File: src/rtl/seg_add_sequencer_pkg.sv
// Shared types and defaults for the segmented multi-cycle adder.
package seg_add_sequencer_pkg;

   localparam int DEF_WIDTH = 64;
   localparam int DEF_SEG   = 16;

   typedef enum logic [1:0] {
      ST_IDLE = 2'd0,
      ST_RUN  = 2'd1,
      ST_DONE = 2'd2
   } state_e;

   // Segment index width: clog2 of the segment count, never narrower than 1 bit.
   function automatic int idx_width(input int n_seg);
      return (n_seg > 1) ? $clog2(n_seg) : 1;
   endfunction

endpackage

File: src/rtl/seg_rca.sv
// Combinational SEG-bit ripple-carry adder built from a chain of full-adder cells.
module seg_rca
   import seg_add_sequencer_pkg::*;
#(
   parameter int SEG = DEF_SEG
) (
   input  logic [SEG-1:0] a,
   input  logic [SEG-1:0] b,
   input  logic           cin,
   output logic [SEG-1:0] sum,
   output logic           cout
);

   logic [SEG:0] carry;

   assign carry[0] = cin;

   for (genvar i = 0; i < SEG; i++) begin : g_fa
      assign sum[i]     = a[i] ^ b[i] ^ carry[i];
      assign carry[i+1] = (a[i] & b[i]) | (carry[i] & (a[i] ^ b[i]));
   end

   assign cout = carry[SEG];

endmodule

File: src/rtl/seg_add_sequencer.sv
// Multi-cycle adder: captures an operand pair, adds one SEG-bit segment per cycle
// through a single ripple-carry adder, then holds the result until it is taken.
module seg_add_sequencer
   import seg_add_sequencer_pkg::*;
#(
   parameter int WIDTH = DEF_WIDTH,
   parameter int SEG   = DEF_SEG
) (
   input  logic             clk,
   input  logic             rst,
   input  logic             in_valid,
   output logic             in_ready,
   input  logic [WIDTH-1:0] in_a,
   input  logic [WIDTH-1:0] in_b,
   input  logic             in_cin,
   output logic             out_valid,
   input  logic             out_ready,
   output logic [WIDTH-1:0] out_sum,
   output logic             out_cout
);

   localparam int N  = WIDTH / SEG;
   localparam int IW = idx_width(N);
   localparam logic [IW-1:0] LAST_IDX = IW'(N - 1);

   if ((WIDTH % SEG) != 0) begin : g_seg_check
      $error("seg_add_sequencer: WIDTH must be a multiple of SEG");
   end

   state_e           state_q, state_d;
   logic [IW-1:0]    idx_q, idx_d;
   logic             carry_q, carry_d;
   logic [WIDTH-1:0] sum_q, sum_d;
   logic [WIDTH-1:0] a_q, a_d;
   logic [WIDTH-1:0] b_q, b_d;

   logic [SEG-1:0]   seg_a, seg_b, seg_sum;
   logic             seg_cout;

   assign seg_a = a_q[idx_q*SEG +: SEG];
   assign seg_b = b_q[idx_q*SEG +: SEG];

   seg_rca #(.SEG(SEG)) u_rca (
      .a    (seg_a),
      .b    (seg_b),
      .cin  (carry_q),
      .sum  (seg_sum),
      .cout (seg_cout)
   );

   // NOTE: every signal gets its hold value first, so no branch can leave one
   // unassigned and infer a latch.
   always_comb begin
      state_d = state_q;
      idx_d   = idx_q;
      carry_d = carry_q;
      sum_d   = sum_q;
      a_d     = a_q;
      b_d     = b_q;
      unique case (state_q)
         ST_IDLE: begin
            if (in_valid) begin
               a_d     = in_a;
               b_d     = in_b;
               carry_d = in_cin;
               idx_d   = '0;
               sum_d   = '0;
               state_d = ST_RUN;
            end
         end
         ST_RUN: begin
            sum_d[idx_q*SEG +: SEG] = seg_sum;
            carry_d                 = seg_cout;
            if (idx_q == LAST_IDX) begin
               state_d = ST_DONE;
            end else begin
               idx_d = idx_q + IW'(1);
            end
         end
         ST_DONE: begin
            if (out_ready) begin
               state_d = ST_IDLE;
            end
         end
         default: state_d = ST_IDLE;
      endcase
   end

   // NOTE: non-blocking assignments so every flop samples pre-edge values,
   // independent of statement order.
   always_ff @(posedge clk) begin
      if (rst) begin
         state_q <= ST_IDLE;
         idx_q   <= '0;
         carry_q <= 1'b0;
         sum_q   <= '0;
      end else begin
         state_q <= state_d;
         idx_q   <= idx_d;
         carry_q <= carry_d;
         sum_q   <= sum_d;
      end
   end

   // NOTE: operand registers are always loaded before they are read, so they
   // carry no reset and stay plain data flops.
   always_ff @(posedge clk) begin
      a_q <= a_d;
      b_q <= b_d;
   end

   assign in_ready  = (state_q == ST_IDLE);
   assign out_valid = (state_q == ST_DONE);
   assign out_sum   = sum_q;
   assign out_cout  = carry_q;

endmodule

File: config.mk
export PLATFORM = sky130hd
export DESIGN_NAME = seg_add_sequencer
export DESIGN_NICKNAME = d
export VERILOG_FILES = /design/src/rtl/seg_add_sequencer_pkg.sv /design/src/rtl/seg_rca.sv /design/src/rtl/seg_add_sequencer.sv
export SDC_FILE = /design/constraint.sdc
export NUM_CORES = 1
export LEC_CHECK = 0
export ABC_AREA = 1
export BUFFER_PORTS_ARGS = -buffer_cell sky130_fd_sc_hd__buf_2
export CORE_ASPECT_RATIO = 1.1
export CORE_MARGIN = 2
export CORE_UTILIZATION = 50
export CTS_BUF_LIST = sky130_fd_sc_hd__clkbuf_4 sky130_fd_sc_hd__clkbuf_8
export DETAILED_ROUTE_END_ITERATION = 10
export PLACE_DENSITY_LB_ADDON = 0.12
export SLEW_MARGIN = 5
export SYNTH_ARGS = -nofsm -noshare
export SYNTH_HDL_FRONTEND = slang
export SYNTH_SLANG_ARGS = --single-unit
File: constraint.sdc
create_clock -name clk -period 7.1 [get_ports clk]
set_input_delay 0.355 -clock clk [delete_from_list [all_inputs] [get_ports clk]]
set_output_delay 0.355 -clock clk [all_outputs]
set_load 0.005 [all_outputs]
==> results of run 1 <==
==> repair_timing <==
action	CTS	global route
cloned	0	0
setup endpoints to repair	4	5
hold endpoints to repair	0	0
gates resized for setup	5	14
buffers inserted	0	2
==> critical path, cell delays in order, from the launching register on <==
cell	delay (ns)
dfxtp_4	0.39
buf_6	0.11
nand2_1	0.04
o21ai_1	0.07
a21oi_1	0.11
fa_2	0.38
fa_2	0.35
fa_2	0.36
fa_2	0.36
fa_2	0.35
fa_2	0.35
fa_2	0.36
fa_2	0.35
fa_2	0.37
fa_2	0.35
fa_2	0.34
fa_2	0.34
fa_2	0.34
inv_2	0.06
fa_2	0.17
inv_1	0.05
fa_2	0.33
inv_2	0.06
fa_1	0.41
nand2_1	0.10
nor2_1	0.05
nand2_1	0.09
a21oi_1	0.05
==> synthesized netlist by cell type <==
cell type,count
inv_1,40
a21oi_1,90
clkbuf_1,24
inv_2,3
nand2_1,105
nor2_4,3
edfxtp_1,128
fa_1,16
buf_6,8
nand3b_1,5
nand3_4,4
nor2_1,114
nor3_1,4
buf_4,2
nand3_1,67
dfxtp_1,69
ha_1,4
inv_4,1
o21ai_0,65
o22ai_1,4
nand2_2,1
buf_2,15
nor3_4,10
buf_8,1
==> logic make-up (layout without fill, tap and decap cells) <==
group | after synthesis | after routing | share of synthesized area [%]
compound gates | 159 | 159 | 9.61
fa+ha+maj | 20 | 20 | 4.44
buf+inv | 94 | 290 | 5.43
flops | 197 | 197 | 62.7
other cells | 0 | 1 | 0
simple gates | 313 | 313 | 17.8
==> per-stage QoR <==
| step | setup WS [ns] | cell area, um^2 | hold slack (ns) | std cells | utilization, % |
|---|---|---|---|---|---|
| after floorplan | 0.0291 | 8360 | 0.454 | 783 | - |
| after global placement | 0.0309 | 9420 | 0.469 | 1149 | 57.8 |
| after detailed placement | -0.00718 | 9420 | 0.469 | 1149 | 57.8 |
| after CTS | 0.0325 | 9830 | 0.0263 | 1181 | 60.3 |
| after global routing | 0.0131 | 9870 | 0.0232 | 1183 | 60.5 |
| final | 0.277 | 9870 | 0.0511 | 1184 | 60.5 |
==> registers in the layout (all words and copies together), names as in the netlist <==
name and flops:
a_q 64, b_q 64, out_cout 1, idx_q 2, state_q 2, out_sum 64
==> cells in the final DEF (no fill, tap or decap), types with 3 or more instances in the layout <==
cell and n:
nand3_1 67, nand3_4 4, nor2_1 114, inv_2 5, clkinv_1 4, a21oi_1 89
o22ai_1 4, bufinv_16 3, clkbuf_8 17, edfxtp_1 128, clkinv_4 3, inv_1 37
buf_4 14, nor3_1 4, nand2_1 105, nand3b_1 5, fa_2 15, o21ai_0 63
buf_2 199, nor2_4 3, ha_1 3, dfxtp_1 67, nor3_4 10
==> worst paths after layout <==
path | endpoint | slack (ns)
worst min register to register | out_sum[7]$_SDFFE_PP0P_ | 0.48
worst min-delay path | b_q[33]$_DFFE_PP_ | 0.05
worst max register to register | out_sum[63]$_SDFFE_PP0P_ | 0.28
worst max-delay path | out_sum[63]$_SDFFE_PP0P_ | 0.28
==> power groups by stage <==
stage          registers (mW)  clock network [mW]  logic (mW)
2_1_floorplan            1.34                   0       0.377
3_3_place_gp             1.34                   0       0.545
3_5_place_dp             1.34                   0       0.550
4_1_cts                  1.31               0.745       0.554
5_1_grt                  1.32               0.794       0.622
6_report                 1.31               0.730       0.566
==> routing by layer <==
layer / global-route usage (%) / vias up / share of wire, %
met4: 7.06 / 0 / 2.3
met3: 4.69 / 28 / 6.4
met2: 34.8 / 238 / 48
met5: 0 / - / 0
met1: 30.8 / 2846 / 44
li1: - / 3035 / -
==> final cells by class <==
class | count | area share, %
clock buffers | 18 | 2.45
repair buffers | 214 | 11.3
inverters | 44 | 1.72
well taps | 204 | 2.59
diodes | 1 | 0.0253
flip-flops and latches | 197 | 53.0
multi-input cells | 492 | 27.4
clock inverters | 14 | 1.61
==> out/summary.txt, run 1 <==
Slew Limit Fails -> 0
# DRC -> 0
Hold Violations, Final -> 0
Hold depth -> 1
Status -> complete, no violations
Largest net degree at the start of global routing -> 90
Gate power share -> 21.7%
Root buf cell -> clkbuf_8
Vias per cell -> 5.19
H-tree depth -> 4
Die width -> 127 um
Starting Density -> 51.1%
Clock Latency Late Sink -> 0.47 ns
Skew final -> 0.0142 ns
Drt wl/cell -> 16.2 um
Die area -> 17700 um^2
Nets -> 1119
Maximum vdd drop -> 0.179 mV
Number of fill cells -> 1412
Total core area -> 16300 um^2
Synth Cell Area -> 8340 um^2
Seq/Total Area, Yosys -> 62.7%
Flop pwr share -> 50.4%
Clock network power share -> 28.0%
Layout cell share with drive strength beyond 1 -> 29.2%
CTS Buf Count -> 17
Register area -> 5230 um^2
Power density over cell area -> 264 nW/um^2
RSZ-0062 raised after global routing -> true
Lkg Pwr -> 3.97 nW
CP required -> 7.42 ns
Global-route wire length before repair -> 30000 um
Synthesized instance count -> 783
# clock sinks -> 197
Initial antenna violation count -> 1
DRT Pass-1 Iters -> 5
WL final -> 19200 um
Library cells used by synthesis -> 24
Mapped Nets -> 936
Worst setup EP type -> flop
Slew @ Worst Pin -> 1.08 ns
Post-route antenna net violation count -> 0
R2R cell count -> 27
Io pins -> 200
Area leader, netlist -> edfxtp_1
Hold Path Origin -> in_b[33]
DP HPWL -> 13200 um
Overall Power -> 2.61 mW
Syn Area/Cell -> 10.6 um^2
Setup total negative slack -> 0 ns
Layout area overhead -> 18.4%
Top cells by area, synth -> edfxtp_1 (46%), dfxtp_1 (17%), a21oi_1 (5.4%)
Warnings from Yosys -> 0
Yosys top cell area share -> 46.1%
Post-CTS Hold Buffers -> 0
Yosys reg bits -> 197
Worst EP arrival -> 7.15 ns
Sw Share -> 29.2%
Initial DRC Count -> 469
Multi-input logic area -> 2700 um^2
Final period util -> 96.1%
CTS max path bufs -> 2
P_sw -> 0.762 mW
Finish-stage setup viols -> 0
Max_cap viols -> 0
Min Clock Period, post-route -> 6.82 ns
Tot GR Track Use -> 22.1%
Die Ht -> 139 um
# rows -> 49
Crit-path max FO -> 6
Crit start category -> flop
GPL Wtd Cong -> 0.790
Max Fclk -> 147 MHz
CTS tree -> built
Worst Setup SP -> idx_q[0]$_SDFFE_PP0P_
DR vias -> 6147
I/O Buffers -> 199
CP Class -> reg -> reg
Hold Crit Class -> in -> reg
GRT overflow -> 0
Worst slew margin -> 28.3%
Design internal power -> 1.85 mW
Clock-pin slew on the worst setup and hold paths -> 0.10 ns
Vias in the first global route -> 5726
Reg2reg start -> idx_q[0]$_SDFFE_PP0P_
(Power assumes the default switching activity.)
==> inputs of run 2 (changes only) <==
--- a/config.mk
+++ b/config.mk
@@ -9,7 +9,7 @@
 export BUFFER_PORTS_ARGS = -buffer_cell sky130_fd_sc_hd__buf_2
 export CORE_ASPECT_RATIO = 1.1
 export CORE_MARGIN = 2
-export CORE_UTILIZATION = 50
+export CORE_UTILIZATION = 47
 export CTS_BUF_LIST = sky130_fd_sc_hd__clkbuf_4 sky130_fd_sc_hd__clkbuf_8
 export DETAILED_ROUTE_END_ITERATION = 10
 export PLACE_DENSITY_LB_ADDON = 0.12
==> run 2 against run 1 <==
Effect of this change:
- clock skew rose by 0.00077 ns
- critical path depth increased by 1
- core utilization down 3.4 points
- clock power up 4.4%
- combinational power up 4.4%
- wire length increased by 2.8%
- non-clock buffer count up 6
- total power grew 2.2%
- cell area is 1.6% higher
- sequential power barely moved
- setup slack worse by 0.087 ns
- sequential share of layout area shrank 0.86 points
- largest power group unchanged
- highest routed layer unchanged
==> out/summary.txt, run 2 (same netlist as run 1, synthesis figures left out) <==
Status -> complete, no violations
Hold Path Sink -> b_q[26]$_DFFE_PP_
Root buf cell -> clkbuf_8
Placed instance area -> 9500 um^2
WL final -> 19700 um
Slowest stage delay, CP -> 0.44 ns
Io pins -> 200
Vias per cell -> 5.05
Crit start category -> flop
Register area -> 5230 um^2
Die width -> 131 um
Worst slew margin -> 34.3%
R2R Setup Slk -> 0.19 ns
Post-route antenna net violation count -> 0
Max_cap viols -> 0
# DRC -> 0
Finish-stage setup viols -> 0
Layout area overhead -> 20.4%
Largest net degree at the start of global routing -> 69
Reg2reg start -> idx_q[0]$_SDFFE_PP0P_
# rows -> 51
Min Clock Period, post-route -> 6.91 ns
Diode count -> 0
Number of fill cells -> 1546
Die area -> 18800 um^2
Hold Violations, Final -> 0
RSZ-0062 raised after global routing -> true
# clock sinks -> 197
Slew @ Worst Pin -> 0.985 ns
DR vias -> 6177
Worst EP arrival -> 7.24 ns
Vias in the first global route -> 5628
Worst setup EP type -> flop
Tot GR Track Use -> 21.3%
Starting Density -> 47.5%
Initial antenna violation count -> 0
CTS Buf Count -> 17
Skew final -> 0.0149 ns
Reg-to-reg endpoint -> out_sum[31]$_SDFFE_PP0P_
Hold Path Origin -> in_b[26]
Most used cell, CP -> fa_2
Die Ht -> 144 um
CP required -> 7.43 ns
Most frequent cells in the layout -> buf_2 (199), edfxtp_1 (128), nor2_1 (109)
DP HPWL -> 13600 um
Initial DRC Count -> 506
Clock Latency Late Sink -> 0.47 ns
Lkg Pwr -> 4.02 nW
DRT Pass-1 Iters -> 5
Final period util -> 97.3%
Finished Cell Area -> 10000 um^2
Overall Power -> 2.67 mW
Multi-input logic area -> 2740 um^2
Nets -> 1125
Total core area -> 17500 um^2
Hold depth -> 1
Crit-path max FO -> 5
CP Class -> reg -> reg
H-tree depth -> 4
CTS tree -> built
Commonest non-fill, non-tap cell in the layout -> buf_2
Post-CTS Hold Buffers -> 0
Max Fclk -> 145 MHz
Clock-pin slew on the worst setup and hold paths -> 0.10 ns
CTS max path bufs -> 2
Global-route wire length before repair -> 30000 um
Drt wl/cell -> 16.1 um
Setup total negative slack -> 0 ns
R2R cell count -> 28
Layout cell share with drive strength beyond 1 -> 31.3%
I/O Buffers -> 199
Worst Setup SP -> idx_q[0]$_SDFFE_PP0P_
Maximum vdd drop -> 0.143 mV
Power density over cell area -> 266 nW/um^2
GRT overflow -> 0
Hold Crit Class -> in -> reg
CP max stage cell -> fa_2
Slew Limit Fails -> 0
GPL Wtd Cong -> 0.802
## run 2: how the worst max path moves through the flow
stage / endpoint / cells past startpoint
detailed placement: out_sum[31]$_SDFFE_PP0P_ / 25
floorplan: out_sum[15]$_SDFFE_PP0P_ / 30
CTS: out_sum[31]$_SDFFE_PP0P_ / 27
global placement: out_sum[63]$_SDFFE_PP0P_ / 25
global route: out_sum[31]$_SDFFE_PP0P_ / 27
finish: out_sum[31]$_SDFFE_PP0P_ / 28
## run 2: repair_timing
| action | 4_1_cts | 5_1_grt |
|---|---|---|
| gates resized for setup | 5 | 32 |
| pin swaps | 0 | 6 |
| gates cloned | 0 | 0 |
| setup endpoints to repair | 4 | 5 |
| buffers inserted | 0 | 4 |
## run 2: through the flow
step	cells	util, %	hold WS (ns)	worst slack [ns]
after global routing	1223	57.2	0.0162	-0.0397
after detailed placement	1187	54.1	0.473	-0.0721
final	1223	57.2	0.0581	0.190
after CTS	1219	56.6	0.0213	0.0514
after floorplan	783	-	0.454	0.0291
after global placement	1187	54.1	0.467	-0.0102
## run 2: power by group
group          internal [mW]  switching, mW
logic                  0.219          0.372
clock network          0.362          0.401
registers               1.29         0.0232
## run 2: layout make-up
class	count	area share, %
timing repair buffer	220	11.6
clock inverter	14	1.71
inverter	44	1.82
multi-input combinational	492	27.3
clock buffer	18	2.47
tap	238	2.97
sequential	197	52.1
## run 2: per-layer routing
metal	wire length, um	share of wire [%]	vias to the layer above	track usage [%]
met5	0	0	-	0
met4	477	2.4	0	8.51
met3	1090	5.5	29	4.02
met2	9230	47	219	31.8
met1	8940	45	2886	30.9
li1	-	-	3043	-
## run 2: worst max-delay path, delay by kind of cell (launching register included)
family | cells | cell delay (ns)
fa+ha+maj | 16 | 5.55
simple gates | 5 | 0.41
flops | 1 | 0.36
buf+inv | 5 | 0.34
compound gates | 2 | 0.11
